==> src/rtl/riscv_isa_pkg.sv <==
// Shared RV32 encoding constants: opcodes, forced funct3 values, request classes
// and the immediate ranges accepted by the I/S and B formats.
package riscv_isa_pkg;

    localparam logic [6:0] OP_RT  = 7'b0110011;
    localparam logic [6:0] OP_IT  = 7'b0010011;
    localparam logic [6:0] OP_LW  = 7'b0000011;
    localparam logic [6:0] OP_SW  = 7'b0100011;
    localparam logic [6:0] OP_BEQ = 7'b1100011;

    localparam logic [2:0] F3_LW  = 3'b010;
    localparam logic [2:0] F3_SW  = 3'b010;
    localparam logic [2:0] F3_BEQ = 3'b000;

    typedef enum logic [2:0] {
        CLS_R   = 3'd0,
        CLS_IT  = 3'd1,
        CLS_LW  = 3'd2,
        CLS_SW  = 3'd3,
        CLS_BEQ = 3'd4
    } instr_class_e;

    // Sign-bit positions of the 12-bit I/S and 13-bit B immediates.
    localparam int IMM_I_SIGN = 11;
    localparam int IMM_B_SIGN = 12;

    localparam int IMM_I_MIN = -2048;
    localparam int IMM_I_MAX = 2047;
    localparam int IMM_B_MIN = -4096;
    localparam int IMM_B_MAX = 4094;

endpackage

==> src/rtl/imm_scatter.sv <==
// Range-checks a signed immediate for its class and places its bits where the
// RV32 format expects them; every other bit of imm_bits is zero.
module imm_scatter
    import riscv_isa_pkg::*;
#(
    parameter int IMMSIZE = 64
) (
    input  logic [2:0]                cls,
    input  logic signed [IMMSIZE-1:0] imm,
    output logic [31:0]               imm_bits,
    output logic                      legal
);

    logic i_fits;
    logic b_fits;

    // A value fits when every bit above the format's sign bit copies it.
    assign i_fits = (&imm[IMMSIZE-1:IMM_I_SIGN]) || !(|imm[IMMSIZE-1:IMM_I_SIGN]);
    assign b_fits = ((&imm[IMMSIZE-1:IMM_B_SIGN]) || !(|imm[IMMSIZE-1:IMM_B_SIGN]))
                    && !imm[0];

    always_comb begin
        imm_bits = '0;
        legal    = 1'b0;
        case (cls)
            CLS_R: begin
                legal = 1'b1;
            end
            CLS_IT, CLS_LW: begin
                imm_bits[31:20] = imm[11:0];
                legal           = i_fits;
            end
            CLS_SW: begin
                imm_bits[31:25] = imm[11:5];
                imm_bits[11:7]  = imm[4:0];
                legal           = i_fits;
            end
            CLS_BEQ: begin
                imm_bits[31]    = imm[12];
                imm_bits[30:25] = imm[10:5];
                imm_bits[11:8]  = imm[4:1];
                imm_bits[7]     = imm[11];
                legal           = b_fits;
            end
            default: begin
                legal = 1'b0;
            end
        endcase
    end

endmodule

==> src/rtl/instr_encoder.sv <==
// Two-stage RV32 instruction encoder streaming packed words with byte addresses
// to an instruction-memory write port; illegal requests are counted and dropped.
module instr_encoder
    import riscv_isa_pkg::*;
#(
    parameter int INSTRSIZE = 32,
    parameter int IMMSIZE   = 64,
    parameter int ADDRSIZE  = 12
) (
    input  logic                      clk,
    input  logic                      rst_n,
    input  logic                      in_valid,
    output logic                      in_ready,
    input  logic [2:0]                in_class,
    input  logic [4:0]                in_rd,
    input  logic [4:0]                in_rs1,
    input  logic [4:0]                in_rs2,
    input  logic [2:0]                in_funct3,
    input  logic [6:0]                in_funct7,
    input  logic signed [IMMSIZE-1:0] in_imm,
    output logic                      mem_valid,
    input  logic                      mem_ready,
    output logic [ADDRSIZE-1:0]       mem_addr,
    output logic [INSTRSIZE-1:0]      mem_wdata,
    input  logic                      addr_load,
    input  logic [ADDRSIZE-1:0]       addr_base,
    output logic                      err,
    input  logic                      err_clr,
    output logic [7:0]                err_count
);

    function automatic logic [7:0] sat_inc(input logic [7:0] v);
        return (v == 8'hFF) ? v : v + 8'd1;
    endfunction

    logic                      rdy;
    logic                      vld_p1;
    logic [2:0]                cls_p1;
    logic [4:0]                rd_p1;
    logic [4:0]                rs1_p1;
    logic [4:0]                rs2_p1;
    logic [2:0]                f3_p1;
    logic [6:0]                f7_p1;
    logic signed [IMMSIZE-1:0] imm_p1;
    logic                      vld_p2;
    logic [INSTRSIZE-1:0]      word_p2;
    logic [ADDRSIZE-1:0]       addr_p2;
    logic [ADDRSIZE-1:0]       ptr;

    logic                      s2_adv;
    logic                      accept;
    logic                      enter;
    logic                      drop;
    logic                      legal;
    logic [31:0]               imm_bits;
    logic [INSTRSIZE-1:0]      word_p1;

    assign s2_adv   = !vld_p2 || mem_ready;
    assign in_ready = rdy && (!vld_p1 || s2_adv);
    assign accept   = in_valid && in_ready;
    assign enter    = vld_p1 && s2_adv && legal;
    assign drop     = vld_p1 && s2_adv && !legal;

    // ---- stage 1: request register, legality check, word assembly ----
    always_ff @(posedge clk) begin
        if (accept) begin
            cls_p1 <= in_class;
            rd_p1  <= in_rd;
            rs1_p1 <= in_rs1;
            rs2_p1 <= in_rs2;
            f3_p1  <= in_funct3;
            f7_p1  <= in_funct7;
            imm_p1 <= in_imm;
        end
    end

    imm_scatter #(.IMMSIZE(IMMSIZE)) u_scatter (
        .cls      (cls_p1),
        .imm      (imm_p1),
        .imm_bits (imm_bits),
        .legal    (legal)
    );

    always_comb begin
        word_p1 = '0;
        case (cls_p1)
            CLS_R:   word_p1 = {f7_p1, rs2_p1, rs1_p1, f3_p1, rd_p1, OP_RT};
            CLS_IT:  word_p1 = imm_bits | {12'd0, rs1_p1, f3_p1, rd_p1, OP_IT};
            CLS_LW:  word_p1 = imm_bits | {12'd0, rs1_p1, F3_LW, rd_p1, OP_LW};
            CLS_SW:  word_p1 = imm_bits | {7'd0, rs2_p1, rs1_p1, F3_SW, 5'd0, OP_SW};
            CLS_BEQ: word_p1 = imm_bits | {7'd0, rs2_p1, rs1_p1, F3_BEQ, 5'd0, OP_BEQ};
            default: word_p1 = '0;
        endcase
    end

    // ---- stage 2: encoded word, write pointer and error bookkeeping ----
    always_ff @(posedge clk or negedge rst_n) begin
        if (!rst_n) begin
            rdy       <= 1'b0;
            vld_p1    <= 1'b0;
            vld_p2    <= 1'b0;
            word_p2   <= '0;
            addr_p2   <= '0;
            ptr       <= '0;
            err       <= 1'b0;
            err_count <= '0;
        end else begin
            rdy <= 1'b1;
            if (in_ready) begin
                vld_p1 <= accept;
            end
            if (s2_adv) begin
                vld_p2 <= enter;
            end
            if (enter) begin
                word_p2 <= word_p1;
                addr_p2 <= ptr;
            end
            // A load overrides the increment; the entering word already took ptr.
            if (addr_load) begin
                ptr <= addr_base & ~ADDRSIZE'(3);
            end else if (enter) begin
                ptr <= ptr + ADDRSIZE'(4);
            end
            if (drop) begin
                err       <= 1'b1;
                err_count <= sat_inc(err_clr ? 8'd0 : err_count);
            end else if (err_clr) begin
                err       <= 1'b0;
                err_count <= '0;
            end
        end
    end

    assign mem_valid = vld_p2;
    assign mem_addr  = addr_p2;
    assign mem_wdata = word_p2;

endmodule

==> config.mk <==
export PLATFORM = sky130hd
export DESIGN_NAME = instr_encoder
export DESIGN_NICKNAME = d
export VERILOG_FILES = /design/src/rtl/riscv_isa_pkg.sv /design/src/rtl/imm_scatter.sv /design/src/rtl/instr_encoder.sv
export SDC_FILE = /design/constraint.sdc
export NUM_CORES = 1
export LEC_CHECK = 0
export BUFFER_PORTS_ARGS = -buffer_cell sky130_fd_sc_hd__buf_2
export CORE_MARGIN = 2
export CORE_UTILIZATION = 40
export CTS_CLUSTER_DIAMETER = 30
export DETAILED_ROUTE_END_ITERATION = 7
export GPL_TIMING_DRIVEN = 0
export PLACE_DENSITY = 0.65
export SLEW_MARGIN = 20
export SYNTH_ARGS = -nofsm -noshare
export SYNTH_HDL_FRONTEND = slang
export SYNTH_HIERARCHICAL = 1
export SYNTH_SLANG_ARGS = --single-unit
==> constraint.sdc <==
create_clock -name clk -period 6 [get_ports clk]
set_clock_uncertainty 0.05 [all_clocks]
set_input_delay 0.3 -clock clk [delete_from_list [all_inputs] [get_ports clk]]
set_output_delay 0.3 -clock clk [all_outputs]
set_load 0.01 [all_outputs]
* After elaboration in Yosys (flattened, before gate mapping) *
Index checks and enable logic that the tools add are counted.
W data, S select, Z words.

cells by class
  multiplexer cells = 12
  equality and inequality tests = 5
  bitwise logic cells = 4
  add/sub/neg operators = 2
  reductions and logical operators = 25

operator list
  cell                     count
  $pmux W32 S5             1
  $or A32 B20 Y32          2
  $or A32 B25 Y32          2
  $reduce_and A53 Y1       1
  $reduce_or A53 Y1        1
  $reduce_and A52 Y1       1
  $reduce_or A52 Y1        1
  $mux W12                 2
  $mux W8                  3
  $pmux W7 S2              1
  $add A12 B3 Y12 const B  1
  $pmux W5 S2              1
  $add A8 B1 Y8 const B    1
  $eq A8 B8 Y1 const B     1
  $eq A3 B2 Y1 const B     2
  $logic_and A1 B1 Y1      6
  $logic_not A1 Y1         6
  $mux W5                  1
  $logic_or A1 B1 Y1       4
  $reduce_bool A2 Y1       2
  $eq A3 B1 Y1 const B     1
  $eq A3 B3 Y1 const B     1
  $logic_not A3 Y1         1
  $pmux W1 S3              1
  3 further kinds          4

word-level totals
  bits in registers = 160
  logic and storage cells = 63
  output and inout port bits = 55
  input port bits = 110

* Logic depth before layout (Yosys ltp) *
Gate-level depths: netlist of the first run.

  word-level depth = 8
  depth in mapped cells = 10
  gate-level depth less buffers = 9

* Hierarchy *
Netlist of the first run, hierarchy kept.

modules (own cells, without submodules)
  module         area an instance (µm²)  cells an instance  sequential area each (µm²)  times used
  instr_encoder  6075.8                  472                4339.2                      1
  imm_scatter    536.8                   86                 0.0                         1

* Worst setup path after synthesis of the first run *
OpenSTA, ideal clock, no wires.

  path type = reg2reg
  start = register vld_p2, in the netlist mem_valid
  end = register cls_p1[0], enable pin
  required time = 5489 ps
  path buffers = 0
  library setup time = 461 ps
  slack = 2205 ps
  period minus slack after synthesis = 3795 ps
  cell stages (with the launch flop) = 4
  arrival = 3284 ps
  cell sequence = dfrtp_1 > and2b_1 > a21boi_0 > and2_1

on the way
  cells in the longest elaborated chain, start to end = 5

RTL lines
  element                 line                  RTL
  start, declared         instr_encoder.sv:45   logic vld_p2;
  start signal, assigned  instr_encoder.sv:113  vld_p2 <= enter;
  $logic_not A1 Y1        instr_encoder.sv:58   assign s2_adv = !vld_p2 || mem_ready;
  $logic_or A1 B1 Y1      instr_encoder.sv:58
  $logic_or A1 B1 Y1      instr_encoder.sv:59   assign in_ready = rdy && (!vld_p1 || s2_adv);
  $logic_and A1 B1 Y1     instr_encoder.sv:59
  net in_ready            instr_encoder.sv:13   output logic in_ready,
  $logic_and A1 B1 Y1     instr_encoder.sv:60   assign accept = in_valid && in_ready;
  net accept              instr_encoder.sv:51   logic accept;
  end signal, assigned    instr_encoder.sv:67   cls_p1 <= in_class;
  end, declared           instr_encoder.sv:38   logic [2:0] cls_p1;

The timed path passes the listed nets, and every way through them passes these cells.
A chain may end at the register's enable or synchronous reset.

* Worst setup path in the final report of the first run *
  start = register imm_p1[19]
  end = register word_p2[11], in the netlist mem_wdata[11]

on the way
  cells in the longest elaborated chain, start to end = 6
  elaborated cells between the ends (all ways) = 11
  those cells by class = mux (1); reduce/logical (10)

RTL lines
  element                 line                  RTL
  start, declared         instr_encoder.sv:44   logic signed [IMMSIZE-1:0] imm_p1;
  start signal, assigned  instr_encoder.sv:73   imm_p1 <= in_imm;
  $reduce_or A52 Y1       imm_scatter.sv:19     assign b_fits = ((&imm[IMMSIZE-1:IMM_B_SIGN]) || !(|imm[IMMSIZE-1:IMM_B_SIGN]))
  $logic_not A1 Y1        imm_scatter.sv:19
  $logic_or A1 B1 Y1      imm_scatter.sv:19
  $logic_and A1 B1 Y1     imm_scatter.sv:20     && !imm[0];
  $pmux W1 S3 *           imm_scatter.sv:25     case (cls)
  net legal               instr_encoder.sv:54   logic legal;
  $logic_and A1 B1 Y1 *   instr_encoder.sv:61   assign enter = vld_p1 && s2_adv && legal;
  end signal, assigned    instr_encoder.sv:116  word_p2 <= word_p1;
  end, declared           instr_encoder.sv:46   logic [INSTRSIZE-1:0] word_p2;

The timed path passes the listed nets; every way through them passes the cells marked *.

==> results of run 1 <==
## worst max-delay path, cell delays in order, from the launching register on
cell	delay, ns
edfxtp_1	0.38
nor4_1	0.36
nand4_1	0.23
nor4_2	0.41
o21ai_1	0.10
a21oi_1	0.36
nand2_1	0.23
nor2_2	0.31
buf_2	0.31
o221ai_1	0.18
o21a_1	0.14
## registers in the layout, indices dropped and copies added, names as in the netlist, 5 cells and up
signal	count
f7_p1	7
ptr	10
imm_p1	64
mem_wdata	31
err_count	8
rs1_p1	5
rd_p1	5
mem_addr	10
rs2_p1	5
## layout make-up
cell class / count / area, µm² / area share [%]
Buffer: 41 / 245 / 2.70
Clock buffer: 18 / 429 / 4.72
Clock inverter: 14 / 138 / 1.51
Inverter: 5 / 18.8 / 0.206
Multi-Input combinational cell: 368 / 2050 / 22.5
Sequential cell: 155 / 4340 / 47.7
Tap cell: 216 / 270 / 2.97
Timing Repair Buffer: 239 / 1600 / 17.6
## worst min-delay path by stage
stage / from / to / slack [ns] / cells after the start
detailed placement: rst_n / mem_addr[9] / 0.39 / 1
finish: in_imm[4] / imm_p1[4] / 0.02 / 1
global route: in_class[2] / cls_p1[2] / 0.00007 / 1
floorplan: rst_n / err / -0.05 / 0
global placement: mem_addr[4] / mem_addr[4] / 0.40 / 2
CTS: in_rs2[0] / rs2_p1[0] / 0.0002 / 1
## repair_timing
action,CTS,global route
hold buffers,72,6
setup endpoints to repair,0,0
hold endpoints to repair,134,6
## metrics by stage
stage / utilization, % / cells / area [µm²] / total power [W]
2_1_floorplan: - / 569 / 6650 / 0.00151
3_3_place_gp: 48.2 / 945 / 7720 / 0.00168
3_5_place_dp: 48.4 / 946 / 7740 / 0.00169
4_1_cts: 56.4 / 1050 / 9030 / 0.00275
5_1_grt: 56.8 / 1056 / 9090 / 0.00286
6_report: 56.8 / 1056 / 9090 / 0.00273
## metal layers
metal,vias up,GRT usage (%),part of all wire (%)
li1,2553,-,-
met1,2491,22.2,42
met2,190,33.4,49
met3,20,5.90,6.8
met4,0,6.93,1.9
met5,-,0,0
## power groups by stage
stage          logic [W]  registers (W)  clock network, W
2_1_floorplan   0.000147        0.00136                 0
3_5_place_dp    0.000353        0.00134                 0
4_1_cts         0.000390        0.00132           0.00104
3_3_place_gp    0.000340        0.00134                 0
5_1_grt         0.000435        0.00133           0.00110
6_report        0.000393        0.00132           0.00102
## cell usage in the layout, fill, tap and decap left out, types with 5 or more instances in the layout
cell type and count:
a21o_1 9, a21oi_1 35, a31oi_1 10, and2_1 19, and3_1 5, buf_2 172
buf_4 17, clkbuf_1 11, clkbuf_16 17, clkinv_4 5, conb_1 16, dfrtp_1 63
dlygate4sd3_1 78, edfxtp_1 92, inv_1 5, nand2_1 86, nand3_1 18, nand4_1 23
nor2_1 22, nor2b_1 15, nor4_1 16, o21a_1 5, o21ai_0 14, o21ai_1 16
o221ai_1 5, o22a_1 5, xnor2_1 6
==> results.md, run 1 <==
- Layout cells sized above 1: 28.1%
- Worst vdd ir: 0.201 mV
- I/O pin count: 165
- Final #Nets: 938
- Die Wd: 132 µm
- Setup bufs post-CTS: 0
- Crit path max fanout: 10
- Die ar.: 0.0175 mm²
- Drc violations: 0
- Syn Area/Cell: 11.9 µm²
- GR Overflow Total: 0
- Clock power share: 37.5%
- Final setup violation count: 0
- RD Place Congestion: 0.796
- Hold WS: 0.0207 ns
- Capturing point of the worst reg2reg path: mem_wdata[11]
- Tightest Hold Check Type: in2reg
- Via density: 4.98
- Routed Antenna Nets: 0
- Setup TNS: 0 ns
- Place WS: 2.83 ns
- Synthesis-to-finish area growth: 37.8%
- Worst slew pin tran: 0.795 ns
- Vias in the first global route: 5375
- Placeable Area: 0.0160 mm²
- Combinational fraction of design power: 14.4%
- Root Driver: clkbuf_16
- Reg2reg path depth: 10
- Fin. Hold Viols: 0
- Antenna cell count: 0
- Outcome: complete, no violations
- Required @ worst endpoint: 6.25 ns
- Leak: 3.83 nW
- Post-Syn Instances: 556
- CTS buffer count: 17
- Crit path launch type: flip-flop
- Die Ht: 132 µm
- Largest net degree at the start of global routing: 64
- CTS sink cnt: 155
- CTS tree: yes
- Setup CP Type: reg2reg
- R2R Path Start: imm_p1[19]
- DP HPWL: 11.1 mm
- YS warnings: 6
- Wire per inst: 15.5 µm
- Psw: 0.000715 W
- 1st-iter DRT viols: 220
- Vias: 5254
- Worst Setup End Kind: flip-flop
- Sw Share: 26.2%
- Final worst slack: 2.81 ns
- Sequential share of power: 48.2%
- Worst slew margin: 47.0%
- Initial antenna violation count: 0
- Internal reg-to-reg setup slack: 2.81 ns
- Total GRT Usage: 19.1%
- Fin crit share: 53.1%
- WL final: 16.4 mm
- CP startpoint: imm_p1[19]
- IO buf count: 160
- # fillers: 1397
- Initial Util: 41.2%
- H-tree depth: 4
- Synth Cell Area: 0.00660 mm²
- Worst Path Arrival: 3.44 ns
- FP Rows: 46
- First-pass GRT wire length: 26.4 mm
- Cell Pwr Density: 301 mW/mm²
- Power Internal: 0.00202 W
- Max Root-Sink Buffers: 2
- Max Cap Violations: 0
- Worst Setup EP: mem_wdata[11]
- F_max: 314 MHz
- Final max-slew violation count: 0
- Final min period: 3.19 ns
- PostCTS Resize Cnt: 0
- Unrepaired setup endpoints after global routing: no
- Drt pass-1 iters: 7
- Worst-path clk slew: 0.06 ns
- Worst skew pair latency: 0.42 ns
Power figures use the tool's default switching activity.
==> inputs of run 2 (changes only) <==
==> constraint.sdc (replaced) <==
create_clock -name clk -period 3.1 [get_ports clk]
set_clock_uncertainty 0.05 [all_clocks]
set_input_delay 0.155 -clock clk [delete_from_list [all_inputs] [get_ports clk]]
set_output_delay 0.155 -clock clk [all_outputs]
set_load 0.01 [all_outputs]
==> results.md, run 2 (same netlist as run 1, synthesis figures left out) <==
- Unrepaired setup endpoints after global routing: no
- Power, Total: 0.00549 W (+100%)
- First-pass GRT wire length: 26.9 mm (+1.6%)
- Hold WS: 0.0295 ns (+0.00880 ns)
- Die Wd: 132 µm (unchanged)
- R2R Path Start: imm_p1[33]
- Outcome: complete, no violations
- Total GRT Usage: 19.5% (+0.37 points)
- CTS tree: yes
- Cell Pwr Density: 583 mW/mm² (+94%)
- CTS sink cnt: 155 (unchanged)
- Worst Path Arrival: 3.16 ns (-0.28 ns)
- Most flop-heavy register: imm_p1
- Worst vdd ir: 0.378 mV (+88%)
- F_max: 344 MHz (+9.7%)
- Internal reg-to-reg setup slack: 0.19 ns (-2.62 ns)
- Non-filler instance count after layout: 1083 (+2.6%)
- I/O pin count: 165 (unchanged)
- Tightest Hold Check Type: in2reg
- FP Rows: 46 (unchanged)
- Via density: 4.98 (about the same)
- Cells after DPL: 946 (unchanged)
- Max Root-Sink Buffers: 2 (unchanged)
- Vias: 5392 (+2.6%)
- WL final: 17.0 mm (+3.6%)
- Largest net degree at the start of global routing: 64 (unchanged)
- Worst slew pin tran: 0.815 ns (+0.0200 ns)
- Die Ht: 132 µm (unchanged)
- CTS buffer count: 17 (unchanged)
- Max reg flops: 64 (unchanged)
- Setup CP Type: reg2reg
- Drt pass-1 iters: 5 (-2)
- Hold endpoint: ptr[11]
- Worst-path clk slew: 0.07 ns (about the same)
- Placeable Area: 0.0160 mm² (unchanged)
- Final setup violation count: 0 (unchanged)
- Max Cap Violations: 0 (unchanged)
- Final #Nets: 964 (+2.8%)
- Final instance area: 0.00942 mm² (+3.6%)
- Commonest non-fill, non-tap cell in the layout: buf_2
- Die ar.: 0.0175 mm² (unchanged)
- Fin crit share: 93.7% (+41 points)
- Crit path max fanout: 10 (unchanged)
- Synthesis-to-finish area growth: 42.8%
- Placed cell areas: 0.00774 mm² (unchanged)
- Required @ worst endpoint: 3.35 ns (-2.90 ns)
- Setup TNS: 0 ns (unchanged)
- Fin. Hold Viols: 0 (unchanged)
- Leak: 3.97 nW (+3.6%)
- Hold path depth: 3 (+2)
- GR Overflow Total: 0 (unchanged)
- Most frequent cells in the layout: buf_2, dlygate4sd3_1, edfxtp_1
- Worst skew pair latency: 0.42 ns (about the same)
- Initial antenna violation count: 1 (+1)
- Hold Path Origin: addr_load
- DP HPWL: 11.0 mm (-1.1%)
- Drc violations: 0 (unchanged)
- Vias in the first global route: 5471 (+1.8%)
- Initial Util: 41.2% (unchanged)
- Crit path launch type: flip-flop
- Root Driver: clkbuf_16
- Final min period: 2.91 ns (-0.282 ns)
- Worst Setup End Kind: flip-flop
- RD Place Congestion: 0.792 (-0.46%)
- Worst slew margin: 45.7% (-1.3 points)
- Layout cells sized above 1: 28.2% (+0.080 points)
- Capturing point of the worst reg2reg path: mem_wdata[9]
- IO buf count: 160 (unchanged)
- Wire per inst: 15.7 µm (+1.1%)
- H-tree depth: 4 (unchanged)
- Routed Antenna Nets: 0 (unchanged)
- 1st-iter DRT viols: 241 (+9.5%)
- Reg2reg path depth: 10 (unchanged)
- Final max-slew violation count: 0 (unchanged)
[run 2: cell count changes in the layout (fill, tap and decap cells not counted), sizes merged]
cell and change:
clkinv -4, diode +1, inv +1, bufinv +2
clkbuf -1, dlygate4sd3 +26, clkinvlp +2
[run 2: timing repair]
| action | CTS | global route |
|---|---|---|
| gates resized for setup | 1 | 12 |
| setup buffers | 0 | 0 |
| endpoints found under the hold margin | 166 | 0 |
| hold buffers | 104 | 0 |
| cloned | 0 | 0 |
| setup endpoints to repair | 12 | 44 |
[run 2: final cells by class]
class	instances	area [µm²]
repair buffers	265	1860
flip-flops and latches	155	4340
inverters	5	18.8
plain buffers	41	251
well taps	216	270
clock buffers	17	425
clock inverters	15	186
diodes	1	2.50
fillers	1327	6580
multi-input cells	368	2060
[run 2: metrics by stage]
stage / utilization, % / setup WS (ns)
global placement: 48.2 / 0.0371
detailed placement: 48.4 / -0.0236
floorplan: - / 0.296
finish: 58.9 / 0.195
global route: 58.9 / 0.0210
CTS: 58.8 / 0.0441
[run 2: critical path, stage by stage, from the launching register on]
cell and delay (ns):
edfxtp_1 0.42, nor4_2 0.33, nand4_1 0.20, nor4_2 0.38, o21ai_1 0.11, a21oi_2 0.26, nand2_1 0.22, nor2_4 0.22
buf_2 0.27, o221ai_1 0.18, o21a_1 0.14
[run 2: where the power goes]
| group | total, W | internal [W] | switching [W] | leakage, nW |
|---|---|---|---|---|
| sequential | 0.00255 | 0.00242 | 0.000130 | 1.64 |
| clock | 0.00214 | 0.00128 | 0.000862 | 0.293 |
| combinational | 0.000793 | 0.000387 | 0.000405 | 2.03 |
[run 2: how the worst max path moves through the flow]
stage                          start       endpoint  slack [ns]
after floorplan            mem_valid      cls_p1[0]        0.30
after global placement    imm_p1[12]  mem_wdata[27]        0.04
after detailed placement  imm_p1[12]   mem_wdata[9]       -0.02
after CTS                 imm_p1[12]  mem_wdata[30]        0.04
after global routing      imm_p1[33]  mem_wdata[11]        0.02
final                     imm_p1[33]   mem_wdata[9]        0.19
[run 2: layer usage]
layer / global-route usage, % / vias up / wire [µm]
met5: 0 / - / 0
met4: 6.75 / 0 / 238
met3: 5.25 / 17 / 1300
met2: 33.1 / 241 / 8320
met1: 24.0 / 2533 / 7130
li1: - / 2601 / -
==> inputs of run 3 (changes only) <==
--- a/config.mk
+++ b/config.mk
@@ -6,12 +6,13 @@
 export NUM_CORES = 1
 export LEC_CHECK = 0
 export BUFFER_PORTS_ARGS = -buffer_cell sky130_fd_sc_hd__buf_2
+export CORE_ASPECT_RATIO = 0.6
 export CORE_MARGIN = 2
 export CORE_UTILIZATION = 40
 export CTS_CLUSTER_DIAMETER = 30
 export DETAILED_ROUTE_END_ITERATION = 7
 export GPL_TIMING_DRIVEN = 0
-export PLACE_DENSITY = 0.65
+export PLACE_DENSITY = 0.67
 export SLEW_MARGIN = 20
 export SYNTH_ARGS = -nofsm -noshare
 export SYNTH_HDL_FRONTEND = slang
==> results.md, run 3 (same netlist as run 1, synthesis figures left out) <==
- Vias: 5338 (-1.0%)
- Cells after DPL: 940 (-0.63%)
- Crit path launch type: flip-flop
- Final setup violation count: 0 (unchanged)
- Worst vdd ir: 0.384 mV (+1.6%)
- F_max: 345 MHz (+0.26%)
- RD Place Congestion: 0.865 (+9.2%)
- Fin. Hold Viols: 0 (unchanged)
- Combinational fraction of design power: 14.6% (+0.2 points)
- Non-filler instance count after layout: 1076 (-0.65%)
- Max Cap Violations: 0 (unchanged)
- Most flop-heavy register: imm_p1
- DP HPWL: 12.1 mm (+11%)
- Psw: 0.00145 W (+3.9%)
- Clock power share: 38.8% (-0.3 points)
- Vias in the first global route: 5144 (-6.0%)
- Setup TNS: 0 ns (unchanged)
- Antenna cell count: 0 (-1)
- Final max-slew violation count: 0 (unchanged)
- Outcome: complete, no violations
- I/O pin count: 165 (unchanged)
- Worst Setup End Kind: flip-flop
- Layout cells sized above 1: 28.4% (+0.20 points)
- Worst slew margin: 50.6% (+4.9 points)
- CTS sink cnt: 155 (unchanged)
- Tightest Hold Check Type: in2reg
- Initial Util: 40.8% (-0.43 points)
- Max reg flops: 64 (unchanged)
- Die Wd: 170 µm (+28%)
- Root Driver: clkbuf_16
- Final min period: 2.90 ns (-0.00757 ns)
- Capturing point of the worst reg2reg path: ptr[10]
- Synthesis-to-finish area growth: 42.9% (about the same)
- Die ar.: 0.0176 mm² (+0.19%)
- CTS tree: yes
- Placeable Area: 0.0162 mm² (+1.1%)
- Hold Path Origin: err_clr
- Max Root-Sink Buffers: 2 (unchanged)
- FP Rows: 36 (-22%)
- Commonest non-fill, non-tap cell in the layout: buf_2
- 1st-iter DRT viols: 482 (+100%)
- Hold endpoint: err_count[4]
- H-tree depth: 4 (unchanged)
- Via density: 4.96 (-0.36%)
- Power, Total: 0.00548 W (about the same)
- Die Ht: 103 µm (-22%)
- CP startpoint: imm_p1[19]
- Reg2reg path depth: 9 (-1)
- GR Overflow Total: 0 (unchanged)
- Wire per inst: 16.1 µm (+2.6%)
- Crit path max fanout: 4 (-6)
- Worst-path clk slew: 0.07 ns (about the same)
- CTS buffer count: 17 (unchanged)
- First-pass GRT wire length: 26.7 mm (-0.74%)
- Worst Path Arrival: 3.20 ns (+0.04 ns)
- Most frequent cells in the layout: buf_2, dlygate4sd3_1, edfxtp_1
- Drt pass-1 iters: 5 (unchanged)
- Hold WS: 0.0487 ns (+0.0192 ns)
- Final #Nets: 965 (+0.10%)
- Largest net degree at the start of global routing: 57 (-11%)
- Power Internal: 0.00403 W (-1.5%)
- Leak: 3.99 nW (+0.38%)
- Placed cell areas: 0.00776 mm² (+0.24%)
- Sw Share: 26.5% (+1.0 points)
- Cell Pwr Density: 582 mW/mm² (-0.18%)
- Sequential share of power: 46.5% (about the same)
- WL final: 17.3 mm (+1.9%)
- Internal reg-to-reg setup slack: 0.20 ns (about the same)
- Hold path depth: 4 (+1)
- R2R Path Start: imm_p1[19]
- # fillers: 1351 (+1.8%)
- Worst slew pin tran: 0.741 ns (-0.0736 ns)
- Final instance area: 0.00943 mm² (about the same)
- Initial antenna violation count: 0 (-1)
- Setup CP Type: reg2reg
- IO buf count: 160 (unchanged)
- Fin crit share: 93.5% (-0.24 points)
- Routed Antenna Nets: 0 (unchanged)
- Required @ worst endpoint: 3.40 ns (+0.05 ns)
- Total GRT Usage: 20.1% (+0.62 points)
- Unrepaired setup endpoints after global routing: no
- Worst skew pair latency: 0.42 ns (about the same)
- Drc violations: 0 (unchanged)
==> run 3: cell count changes in the layout (fill, tap and decap cells not counted), moves of 2 or more <==
| cell | before | now |
|---|---|---|
| clkinvlp_4 | 3 | 1 |
| inv_8 | 1 | 3 |
| nand2_1 | 86 | 84 |
| nand2_2 | 0 | 2 |
==> run 3: final cells by class <==
cell class | instances | area [µm²] | area share (%)
Sequential cell | 155 | 4340 | 46.0
Multi-Input combinational cell | 368 | 2060 | 21.8
Timing Repair Buffer | 266 | 1890 | 20.1
Clock buffer | 17 | 425 | 4.51
Tap cell | 209 | 262 | 2.77
Buffer | 41 | 254 | 2.69
Clock inverter | 15 | 176 | 1.87
Inverter | 5 | 18.8 | 0.199
==> run 3: worst max path at each step <==
| stage | slack [ns] | endpoint | cells after the start |
|---|---|---|---|
| 6_report | 0.20 | ptr[10] | 9 |
| 5_1_grt | 0.007 | mem_wdata[13] | 10 |
| 4_1_cts | 0.0002 | mem_wdata[1] | 10 |
| 3_5_place_dp | -0.04 | mem_wdata[28] | 10 |
| 3_3_place_gp | -0.03 | mem_wdata[30] | 10 |
| 2_1_floorplan | 0.30 | cls_p1[0] | 3 |
==> run 3: stage by stage <==
step           util [%]  setup slack (ns)
4_1_cts            58.2          0.000210
2_1_floorplan         -             0.296
5_1_grt            58.3           0.00698
3_5_place_dp       48.0           -0.0383
6_report           58.3             0.203
3_3_place_gp       47.7           -0.0296
==> run 3: what timing repair did <==
| item | in CTS | in global routing |
|---|---|---|
| hold endpoints to repair | 166 | 0 |
| pin swaps | 0 | 0 |
| endpoints found under the setup margin | 18 | 44 |
| gates resized for setup | 3 | 9 |
| buffers inserted | 0 | 0 |
| hold buffers | 104 | 0 |
==> run 3: worst max-delay path, cell delays in order, from the launching register on <==
cell and delay [ns]:
edfxtp_1 0.40, nor4_1 0.35, nand4_1 0.24, nor4_2 0.42, o21ai_1 0.13, a21oi_2 0.24
and2_1 0.30, nand3_1 0.18, or4_1 0.42, nand3_1 0.09
==> run 3: power by group through the flow <==
stage	logic (W)	clock network (W)	registers [W]
after floorplan	0.000285	0	0.00264
after global placement	0.000674	0	0.00258
after detailed placement	0.000698	0	0.00259
after CTS	0.000802	0.00216	0.00255
after global routing	0.000888	0.00225	0.00258
final	0.000803	0.00213	0.00255
==> run 3: per-layer routing <==
layer / track usage [%] / share of wire, % / wire [µm] / up-vias
li1: - / - / - / 2604
met1: 28.8 / 48 / 8380 / 2535
met2: 31.5 / 45 / 7740 / 181
met3: 4.15 / 6.2 / 1070 / 18
met4: 5.85 / 0.76 / 131 / 0
met5: 0 / 0 / 0 / -
